### src/rtl/bpm_bright_pkg.sv
// Shared types and helpers for the BPM brightness pipe: blend modes,
// BPM input width, and the per-component blend function.
package bpm_bright_pkg;

    typedef enum logic [1:0] {
        MODE_BYPASS  = 2'd0,
        MODE_AVG     = 2'd1,
        MODE_SAT_ADD = 2'd2,
        MODE_SAT_SUB = 2'd3
    } mode_e;

    // Widest component the blend function supports; callers zero-extend.
    localparam int MAX_W       = 16;
    localparam int DEF_MAX_BPM = 200;

    function automatic int bpm_width(input int max_bpm);
        return $clog2(max_bpm + 1);
    endfunction

    localparam int BPM_W = bpm_width(DEF_MAX_BPM);

    // maxv is the all-ones value of the caller's component width.
    function automatic logic [MAX_W-1:0] blend_chan(
        input logic [MAX_W-1:0] p,
        input logic [MAX_W-1:0] b,
        input mode_e            mode,
        input logic [MAX_W-1:0] maxv
    );
        logic [MAX_W:0]   sum;
        logic [MAX_W-1:0] res;
        sum = {1'b0, p} + {1'b0, b};
        res = p;
        case (mode)
            MODE_AVG:     res = sum[MAX_W:1];
            MODE_SAT_ADD: res = (sum > {1'b0, maxv}) ? maxv : sum[MAX_W-1:0];
            MODE_SAT_SUB: res = (p > b) ? (p - b) : '0;
            default:      res = p;
        endcase
        return res;
    endfunction

endpackage

### src/rtl/brightness_ramp.sv
// BPM-to-brightness target calculation with a per-frame slew limiter.
// Applied brightness moves only on frame_start, by at most MAX_STEP.
module brightness_ramp
    import bpm_bright_pkg::*;
#(
    parameter int BITS      = 8,
    parameter int MAX_BPM   = 200,
    parameter int STEP_SIZE = (256 * 256) / MAX_BPM,
    parameter int MAX_STEP  = 16,
    parameter int BPM_IN_W  = bpm_width(MAX_BPM)
) (
    input  logic                clk,
    input  logic                reset,
    input  logic [BPM_IN_W-1:0] bpm,
    input  logic                frame_start,
    output logic [BITS-1:0]     brightness,
    output logic                ramp_busy
);

    localparam int PROD_W = $clog2(STEP_SIZE * MAX_BPM + 1);
    localparam int CALC_W = (PROD_W > BITS + 1) ? PROD_W : BITS + 1;
    localparam int MAXV   = (1 << BITS) - 1;

    logic [BPM_IN_W-1:0] bpm_c;
    logic [CALC_W-1:0]   prod;
    logic [CALC_W-1:0]   scaled;
    logic [BITS-1:0]     target;
    logic [BITS-1:0]     up_gap;
    logic [BITS-1:0]     dn_gap;
    logic [BITS-1:0]     step_up;
    logic [BITS-1:0]     step_dn;

    assign bpm_c  = (bpm > BPM_IN_W'(MAX_BPM)) ? BPM_IN_W'(MAX_BPM) : bpm;
    // Product is sized for STEP_SIZE*MAX_BPM so nothing is lost before the clamp.
    assign prod   = CALC_W'(STEP_SIZE) * CALC_W'(bpm_c);
    assign scaled = prod >> 8;
    assign target = (scaled > CALC_W'(MAXV)) ? BITS'(MAXV) : scaled[BITS-1:0];

    assign up_gap  = target - brightness;
    assign dn_gap  = brightness - target;
    assign step_up = (up_gap > BITS'(MAX_STEP)) ? BITS'(MAX_STEP) : up_gap;
    assign step_dn = (dn_gap > BITS'(MAX_STEP)) ? BITS'(MAX_STEP) : dn_gap;

    always_ff @(posedge clk or posedge reset) begin
        if (reset) begin
            brightness <= '0;
        end else if (frame_start) begin
            if (brightness < target) begin
                brightness <= brightness + step_up;
            end else if (brightness > target) begin
                brightness <= brightness - step_dn;
            end
        end
    end

    assign ramp_busy = (brightness != target);

endmodule

### src/rtl/bpm_brightness_pipe.sv
// Multi-channel pixel blend stage driven by slew-limited BPM brightness.
// One registered ready/valid stage; mode and enable are latched per frame.
module bpm_brightness_pipe
    import bpm_bright_pkg::*;
#(
    parameter int CHANNELS  = 3,
    parameter int BITS      = 8,
    parameter int MAX_BPM   = 200,
    parameter int STEP_SIZE = (256 * 256) / MAX_BPM,
    parameter int MAX_STEP  = 16
) (
    input  logic                         clk,
    input  logic                         reset,
    input  logic [CHANNELS*BITS-1:0]     s_pix,
    input  logic                         s_valid,
    output logic                         s_ready,
    input  logic                         frame_start,
    input  logic                         filter_enable,
    input  logic [1:0]                   mode,
    input  logic [bpm_width(MAX_BPM)-1:0] bpm,
    output logic [CHANNELS*BITS-1:0]     m_pix,
    output logic                         m_valid,
    input  logic                         m_ready,
    output logic [BITS-1:0]              brightness,
    output logic                         ramp_busy
);

    localparam int MAXV = (1 << BITS) - 1;

    mode_e                   mode_q;
    logic                    enable_q;
    mode_e                   mode_eff;
    logic                    accept;
    logic [CHANNELS*BITS-1:0] blended;

    brightness_ramp #(
        .BITS      (BITS),
        .MAX_BPM   (MAX_BPM),
        .STEP_SIZE (STEP_SIZE),
        .MAX_STEP  (MAX_STEP)
    ) u_ramp (
        .clk         (clk),
        .reset       (reset),
        .bpm         (bpm),
        .frame_start (frame_start),
        .brightness  (brightness),
        .ramp_busy   (ramp_busy)
    );

    always_ff @(posedge clk or posedge reset) begin
        if (reset) begin
            mode_q   <= MODE_BYPASS;
            enable_q <= 1'b0;
        end else if (frame_start) begin
            mode_q   <= mode_e'(mode);
            enable_q <= filter_enable;
        end
    end

    assign mode_eff = enable_q ? mode_q : MODE_BYPASS;

    for (genvar c = 0; c < CHANNELS; c++) begin : g_chan
        assign blended[c*BITS +: BITS] = BITS'(blend_chan(
            MAX_W'(s_pix[c*BITS +: BITS]), MAX_W'(brightness), mode_eff, MAX_W'(MAXV)));
    end

    // Handshake: a beat moves when valid && ready; the output holds while stalled.
    assign s_ready = !m_valid || m_ready;
    assign accept  = s_valid && s_ready;

    always_ff @(posedge clk or posedge reset) begin
        if (reset) begin
            m_valid <= 1'b0;
            m_pix   <= '0;
        end else if (accept) begin
            m_valid <= 1'b1;
            m_pix   <= blended;
        end else if (m_ready) begin
            m_valid <= 1'b0;
        end
    end

endmodule

### config.mk
export PLATFORM = sky130hd
export DESIGN_NAME = bpm_brightness_pipe
export DESIGN_NICKNAME = d
export VERILOG_FILES = /design/src/rtl/bpm_bright_pkg.sv /design/src/rtl/brightness_ramp.sv /design/src/rtl/bpm_brightness_pipe.sv
export SDC_FILE = /design/constraint.sdc
export NUM_CORES = 1
export LEC_CHECK = 0
export ABC_AREA = 1
export CORE_MARGIN = 5
export CORE_UTILIZATION = 63
export CTS_CLUSTER_DIAMETER = 40
export DETAILED_ROUTE_END_ITERATION = 8
export PLACE_DENSITY_LB_ADDON = 0.2
export SYNTH_ARGS = -nofsm -noshare
export SYNTH_HDL_FRONTEND = slang
export SYNTH_SLANG_ARGS = --single-unit
export TNS_END_PERCENT = 1
### constraint.sdc
create_clock -name clk -period 19.3 [get_ports clk]
set_clock_uncertainty 0.15 [all_clocks]
set_input_delay 2.895 -clock clk [delete_from_list [all_inputs] [get_ports clk]]
set_output_delay 2.895 -clock clk [all_outputs]
set_load 0.02 [all_outputs]
==> results of run 1 <==
state kept, by name (all words and copies together), names as in the netlist:
name               cells
m_valid                1
enable_q               1
u_ramp.brightness      8
m_pix                 24
mode_q                 2
kinds of logic (layout without fill, tap and decap cells):
logic type	count (synthesis)	count (layout)
buffers and inverters	149	214
AND/OR/NAND/NOR	441	441
multiplexers	3	3
flip-flops	36	36
adder cells (fa/ha/maj)	133	133
XOR/XNOR	40	40
AO/OA/AOI/OAI	163	163
area by class of cell:
type / instances / area, sq um
multi-input cells: 780 / 5000
fillers: 898 / 2760
flip-flops and latches: 36 / 901
repair buffers: 79 / 778
inverters: 127 / 477
well taps: 136 / 170
clock buffers: 6 / 82.6
clock inverters: 2 / 10.0
stage by stage:
step	power [mW]	cell area (sq um)	cells	utilization	setup WS [ps]
final	1.34	7420	1166	0.729	7390
after global routing	1.50	7420	1166	0.729	6740
after CTS	1.34	7420	1166	0.729	7360
after detailed placement	1.27	7330	1158	0.720	7390
after global placement	1.26	7330	1158	0.720	7580
after floorplan	0.999	6480	965	-	8840
layer usage:
metal  GRT usage  share of wire  vias up
met2       0.470           0.46      265
met5           0              0        -
met3      0.0304          0.076       59
met1       0.370           0.42     2932
li1            -              -     3322
met4      0.0981          0.038        0
power by group through the flow:
stage                     registers (mW)  clock network (mW)  logic, mW
final                              0.143              0.0565       1.15
after global routing               0.146              0.0597       1.30
after CTS                          0.142              0.0567       1.14
after detailed placement           0.144                   0       1.13
after global placement             0.143                   0       1.11
after floorplan                    0.156                   0      0.843
critical path: cells and delay by family:
family	cells	cell delay (ps)
buffers and inverters	6	1350
xor gates and xnor gates	1	80
and+or+nand+nor	14	1900
adders and majority gates	6	2360
AOI/OAI and AO/OA	2	270
placed cells by master, fill, tap and decap left out, types with 2 or more instances in the layout:
cell	instances
nand3_2	4
a21oi_1	63
nand3b_1	4
o22ai_1	2
clkdlybuf4s50_1	74
clkinv_2	2
o21ai_1	11
nor4_1	2
a221oi_1	3
nor2_2	4
nor2_1	60
xnor2_1	9
nand2_2	5
nand2_1	253
ha_1	116
a21oi_2	2
buf_4	5
o211ai_1	10
dfrtp_1	36
xor2_1	31
nor3_1	12
inv_1	123
a31oi_1	2
fa_1	17
inv_2	3
mux2_2	3
clkbuf_8	6
nand3_1	54
or2_2	14
nor3_2	2
nand4_1	22
o21ai_0	63
worst paths after layout:
kind | endpoint | slack [ps] | cells past startpoint
worst max-delay path | ramp_busy | 7390 | 29
worst min-delay path | m_pix[2] | 330 | 2
worst max register to register | u_ramp.brightness[5] | 14320 | 24
max in group asynchronous | u_ramp.brightness[7] | 15810 | 3
min in group asynchronous | m_pix[20] | 2840 | 3
worst min register to register | m_pix[2] | 330 | 2
==> flow_summary.json, run 1 <==
{
  "status": "finished clean",
  "drt_first_iter_violations": 447,
  "diodes": 0,
  "htreeDepth": 2,
  "cts_buffer_depth": 2,
  "clock-sinks": 36,
  "seqPwrFrac": 0.106,
  "slew_headroom": 0.465,
  "avgSynthCellArea_sq_um": 6.71,
  "p_sw_frac": 0.583,
  "synthCells": 965,
  "wl_um": 17500,
  "power.density_mw_per_mm2": 181,
  "die-area_sq_mm": 0.0124,
  "clock.fmax_ghz": 0.0840,
  "setup_viol": 0,
  "cts_tree": "yes",
  "numCtsBuffers": 5,
  "die_h_um": 111,
  "yosys.area_share.simple": 0.298,
  "async_flop_share": 1.00,
  "synth_compound_area_frac": 0.139,
  "cp-end-kind": "output port",
  "drv_cap": 0,
  "ys_seq_area_frac": 0.139,
  "hpwlAfterDp_um": 14300,
  "ys_types": 46,
  "cts_setup_buffers": 0,
  "synth_top_area_share": 0.224,
  "synth_flop_cell": "dfrtp_1",
  "min_path_type": "reg2reg",
  "cp.arrival_ps": 8860,
  "r2r-start": "u_ramp.brightness[1]",
  "synth_xor_area_frac": 0.0541,
  "num_rows": 37,
  "rsz0062_at_grt": "false",
  "p_int_mw": 0.561,
  "area_growth_pct": 14.6,
  "ys_warn_count": 0,
  "gp_congestion": 0.990,
  "power_leakage_nw": 3.85,
  "path_class": "in2out",
  "final_layout_size_suffix_gt1_frac": 0.0515,
  "num_io_pins": 75,
  "core_area_sq_mm": 0.0102,
  "fin_nets": 1202,
  "drc": 0,
  "synth_top_family_by_area": "simple AND/OR/NAND/NOR gates",
  "hold_buffers": 0,
  "wire_per_inst_um": 15.0,
  "synthTopCellsByCount": "nand2_1 (253), inv_1 (123), ha_1 (116)",
  "crit_start": "bpm[1]",
  "synth_most_common_cell": "nand2_1",
  "clk_pin_slew_worst_paths_ps": 60,
  "max_stage_delay_ps": 550,
  "syn_nets": 1138,
  "yosysTopAreaCell": "ha_1",
  "drt-pass1-iter-count": 5,
  "vias_per_cell": 5.64,
  "numPortBuffers": 74,
  "synth_area_sq_mm": 0.00648,
  "ys_seq_elements": 36,
  "cp_common_cell": "nand2_1",
  "die_w_um": 111,
  "finalHoldViolCount": 0,
  "start_util": 0.636,
  "netSwitchingPower_mw": 0.784,
  "hold_slack_ps": 331,
  "setup_tns_ps": 0,
  "cts_root_buffer": "clkbuf_8",
  "synthMuxAreaShare": 0.00522,
  "antenna_found_initial": 0,
  "post_cts_resized": 0,
  "pwr-share-clk": 0.042,
  "critPathMaxFanout": 7,
  "worst_pin_slew_ps": 802,
  "crit_slowest_cell": "clkdlybuf4s50_1",
  "ir_worst_vdd_uv": 172,
  "grt_pass1_vias": 6179,
  "drv_slew": 0,
  "yosys.area_share.adder": 0.277,
  "insertion_delay_ps": 290,
  "crit_required_ps": 16260,
  "grt_pass1_wl_um": 29000,
  "grt_overflow": 0,
  "synth-edff-count": 0,
  "synth.top_cells.by_area": "ha_1 (22%), nand2_1 (15%), dfrtp_1 (14%)",
  "critPathLaunchType": "input pin",
  "p_comb_frac": 0.852,
  "grt_start_max_net_pins": 37,
  "dr_total_vias": 6578,
  "ant_nets": 0,
  "min_from": "m_pix[2]",
  "grtUsageTotal": 0.278,
  "period_minus_slack_ps": 11910,
  "finalCritPeriodShare": 0.617
}
(Power assumes the default switching activity.)
==> run 2: changes to the inputs <==
CORE_UTILIZATION = 53   (was 63)
clock period = 10.65 ns   (was 19.3 ns; I/O delays follow)
==> flow_summary.json, run 2 (synthesized netlist as in run 1, its figures left out) <==
{
  "min_from": "m_pix[15]",
  "num_io_pins": 75,
  "max_stage_delay_ps": 560,
  "cts_buffer_depth": 2,
  "die_w_um": 121,
  "post_cts_resized": 0,
  "setup_viol": 0,
  "r2r-start": "u_ramp.brightness[2]",
  "cp_common_cell": "nand2_1",
  "die_h_um": 121,
  "multi_input_area_sq_mm": 0.00500,
  "gp_congestion": 0.958,
  "power.density_mw_per_mm2": 338,
  "seq_area_sq_um": 901,
  "htreeDepth": 2,
  "crit_start": "bpm[2]",
  "diodes": 0,
  "ant_nets": 0,
  "core_area_sq_mm": 0.0120,
  "hpwlAfterDp_um": 14200,
  "top_register": "m_pix",
  "clock-sinks": 36,
  "dr_total_vias": 6486,
  "numPortBuffers": 74,
  "grt_start_max_net_pins": 37,
  "grtUsageTotal": 0.248,
  "place_inst": 1169,
  "final_common_cell": "nand2_1",
  "hold_slack_ps": 329,
  "path_class": "in2out",
  "wire_per_inst_um": 15.1,
  "layout_common_cells": "nand2_1 (253), inv_1 (123), ha_1 (116)",
  "critPathMaxFanout": 7,
  "final_layout_size_suffix_gt1_frac": 0.0515,
  "final_cells": 1177,
  "num_rows": 40,
  "num-fill-cells": 1122,
  "drc": 0,
  "cts_tree": "yes",
  "power_leakage_nw": 3.91,
  "clk_pin_slew_worst_paths_ps": 60,
  "critPathLaunchType": "input pin",
  "area_growth_pct": 16.7,
  "drv_slew": 0,
  "finalCritPeriodShare": 0.884,
  "cts_setup_buffers": 0,
  "antenna_found_initial": 0,
  "largest_reg_flops": 24,
  "hold_buffers": 0,
  "setup_tns_ps": 0,
  "critPathTopFamily": "adder cells",
  "slew_headroom": 0.396,
  "worst_pin_slew_ps": 902,
  "finalHoldViolCount": 0,
  "fin_nets": 1202,
  "min_path_type": "reg2reg",
  "drt_first_iter_violations": 544,
  "drv_cap": 0,
  "clock.fmax_ghz": 0.106,
  "period_minus_slack_ps": 9410,
  "cp-end-kind": "output port",
  "crit_slowest_cell": "clkdlybuf4s50_1",
  "wl_um": 17800,
  "reg_top3": "m_pix (24), u_ramp.brightness (8), mode_q (2)",
  "cp.arrival_ps": 7660,
  "ir_worst_vdd_uv": 314,
  "status": "finished clean",
  "drt-pass1-iter-count": 5,
  "rsz0062_at_grt": "false",
  "vias_per_cell": 5.51,
  "crit_required_ps": 8900,
  "die-area_sq_mm": 0.0145,
  "cts_root_buffer": "clkbuf_16",
  "grt_overflow": 0,
  "grt_pass1_vias": 5976,
  "critPathBufInv": 6,
  "grt_pass1_wl_um": 29500,
  "insertion_delay_ps": 280,
  "numCtsBuffers": 5,
  "start_util": 0.539
}
==> run 2: cell types whose count changed in the layout (fill, tap and decap cells not counted), sizes merged <==
| cell | before | now |
|---|---|---|
| bufinv | 0 | 3 |
| clkbuf | 6 | 5 |
| clkinv | 3 | 1 |
==> run 2: area by class of cell <==
cell class	count	area share
inverters	127	0.0631
flip-flops and latches	36	0.119
repair buffers	79	0.103
clock buffers	5	0.0166
multi-input cells	780	0.662
clock inverters	3	0.0119
well taps	147	0.0243
==> run 2: path summary, 6_finish.rpt <==
path	to	slack [ps]	cells after the start
max reg2reg	u_ramp.brightness[6]	6070	25
min in group asynchronous	m_pix[9]	1570	3
max	ramp_busy	1240	29
max in group asynchronous	m_pix[5]	8460	3
min reg2reg	m_pix[15]	330	2
min	m_pix[15]	330	2
==> run 2: layer usage <==
layer	part of all wire	vias up	track usage	wire, um
met4	0.018	0	0.0623	324
met5	0	-	0	0
met2	0.45	205	0.410	8070
li1	-	3316	-	-
met1	0.46	2943	0.346	8240
met3	0.067	22	0.0267	1190
==> run 2: worst min-delay path, cell delays in order (launching register included) <==
cell and delay, ps:
dfrtp_1 340, nand2_1 60, nand2_1 50
==> run 2: report_power, final <==
group / leakage, nW / total [mW] / internal [mW] / switching, mW
sequential: 0.442 / 0.250 / 0.183 / 0.0667
combinational: 3.36 / 2.08 / 0.781 / 1.30
clock: 0.104 / 0.218 / 0.158 / 0.0599
total: 3.91 / 2.55 / 1.12 / 1.43
==> run 2: per-stage QoR <==
step           instance area (sq um)  worst slack (ps)  power, mW   util
2_1_floorplan                   6480              2340       1.81      -
5_1_grt                         7560               751       2.84  0.629
3_5_place_dp                    7340              1270       2.30  0.611
3_3_place_gp                    7340              1390       2.29  0.611
4_1_cts                         7560              1290       2.54  0.629
6_report                        7560              1240       2.55  0.629
==> run 3: changes to the inputs <==
ABC_AREA = 0   (was 1)
ABC_CLOCK_PERIOD_IN_PS = 10650   (was not set)
==> flow_summary.json, run 3 <==
{
  "setup_viol": 0,
  "critPathBufInv": 3,
  "layout_common_cells": "ha_1 (116), a21oi_1 (74), clkdlybuf4s50_1 (74)",
  "die_h_um": 120,
  "start_util": 0.537,
  "setup_tns_ps": 0,
  "finalCritPeriodShare": 0.912,
  "worst_pin_slew_ps": 883,
  "ys_types": 81,
  "synth_most_common_cell": "ha_1",
  "stdcell_area_sq_mm": 0.00737,
  "drt_first_iter_violations": 454,
  "dpl_cell_area_sq_mm": 0.00723,
  "hpwlAfterDp_um": 14600,
  "htreeDepth": 2,
  "rsz0062_at_grt": "false",
  "max_stage_delay_ps": 570,
  "min_path_type": "reg2reg",
  "top_register": "m_pix",
  "final_common_cell": "ha_1",
  "num_rows": 40,
  "path_class": "in2reg",
  "cts_tree": "yes",
  "antenna_found_initial": 0,
  "synth.top_cells.by_area": "ha_1 (23%), dfrtp_1 (14%), a21oi_1 (5.8%)",
  "power.density_mw_per_mm2": 336,
  "grt_start_max_net_pins": 37,
  "syn_nets": 963,
  "drc": 0,
  "synth_top_area_share": 0.226,
  "crit_slowest_cell": "clkdlybuf4s50_1",
  "drv_cap": 0,
  "grt_pass1_wl_um": 30700,
  "critPathMaxFanout": 6,
  "clock.fmax_ghz": 0.103,
  "cts_setup_buffers": 0,
  "drt-pass1-iter-count": 5,
  "status": "finished clean",
  "power_leakage_nw": 3.23,
  "gp_congestion": 0.951,
  "die_w_um": 120,
  "synthCells": 790,
  "reg_top3": "m_pix (24), u_ramp.brightness (8), mode_q (2)",
  "synth_flop_cell": "dfrtp_1",
  "cp.arrival_ps": 9710,
  "core_area_sq_mm": 0.0120,
  "final_layout_size_suffix_gt1_frac": 0.0416,
  "insertion_delay_ps": 290,
  "clock-sinks": 36,
  "grt_overflow": 0,
  "largest_reg_flops": 24,
  "hold_buffers": 0,
  "vias_per_cell": 6.28,
  "cp_common_cell": "ha_1",
  "wl_um": 19100,
  "synthTopCellsByCount": "ha_1 (116), a21oi_1 (74), inv_1 (60)",
  "diodes": 0,
  "crit_required_ps": 10650,
  "grtUsageTotal": 0.263,
  "final_util": 0.616,
  "period_minus_slack_ps": 9710,
  "pre_cts_slack_ps": 657,
  "critPathTopFamily": "adder cells",
  "cp-end-kind": "flop",
  "area_growth_pct": 14.8,
  "numCtsBuffers": 5,
  "ys_seq_elements": 36,
  "num_io_pins": 75,
  "dr_total_vias": 6201,
  "post_cts_resized": 0,
  "ys_warn_count": 0,
  "fin_nets": 1014,
  "yosysTopAreaCell": "ha_1",
  "die-area_sq_mm": 0.0144,
  "drv_slew": 0,
  "slew_headroom": 0.410,
  "ys_seq_area_frac": 0.140,
  "synth-edff-count": 0,
  "critPathLaunchType": "input pin",
  "numPortBuffers": 74,
  "setup_slack_ps": 936,
  "wire_per_inst_um": 19.3,
  "grt_pass1_vias": 6011,
  "async_flop_share": 1.00,
  "avgSynthCellArea_sq_um": 8.13,
  "cts_root_buffer": "clkbuf_16",
  "ir_worst_vdd_uv": 333,
  "num-fill-cells": 1066,
  "synth_area_sq_mm": 0.00642,
  "finalHoldViolCount": 0,
  "cts_buffer_depth": 2,
  "clk_pin_slew_worst_paths_ps": 60,
  "ant_nets": 0
}
==> run 3: logic make-up after synthesis <==
logic type	synth area share
fa+ha+maj	0.279
compound gates	0.265
simple gates	0.175
xor+xnor	0.0721
mux	0.00916
flops	0.140
buf+inv	0.0596
==> run 3: where the power goes <==
group	internal (mW)	total, mW	switching (mW)
Sequential	0.179	0.252	0.0733
Clock	0.0850	0.146	0.0607
Combinational	0.897	2.08	1.19
==> run 3: cell type report <==
type | count | area, sq um | area share
clock buffers | 5 | 125 | 0.0170
clock inverters | 2 | 12.5 | 0.00170
inverters | 60 | 225 | 0.0305
multi-input cells | 658 | 5140 | 0.697
flip-flops and latches | 36 | 901 | 0.122
well taps | 147 | 184 | 0.0249
repair buffers | 80 | 786 | 0.107
==> run 3: worst paths after layout <==
path / startpoint / endpoint / slack (ps) / cells past startpoint
max: bpm[6] / u_ramp.brightness[7] / 940 / 33
min: m_pix[17] / m_pix[17] / 350 / 2
max reg2reg: u_ramp.brightness[2] / u_ramp.brightness[7] / 5350 / 17
min reg2reg: m_pix[17] / m_pix[17] / 350 / 2
max in group asynchronous: reset / m_pix[4] / 8400 / 3
min in group asynchronous: reset / enable_q / 1600 / 3
==> run 3: worst min-delay path, cell delays in order, from the launching register on <==
cell and delay, ps:
dfrtp_1 350, nand2_1 50, o21ai_0 60
==> run 3: metal layers <==
metal	global-route usage	share of wire	up-vias	routed length (um)
met3	0.0448	0.064	45	1220
met4	0.0909	0.033	0	629
met1	0.337	0.43	2936	8310
met2	0.446	0.47	230	8940
li1	-	-	2990	-
met5	0	0	-	0
==> run 3: stage by stage <==
stage	instances	power, mW	hold slack, ps
after detailed placement	981	2.30	337
final	988	2.48	349
after floorplan	790	1.83	436
after global placement	981	2.25	320
after CTS	988	2.46	351
after global routing	988	2.70	368
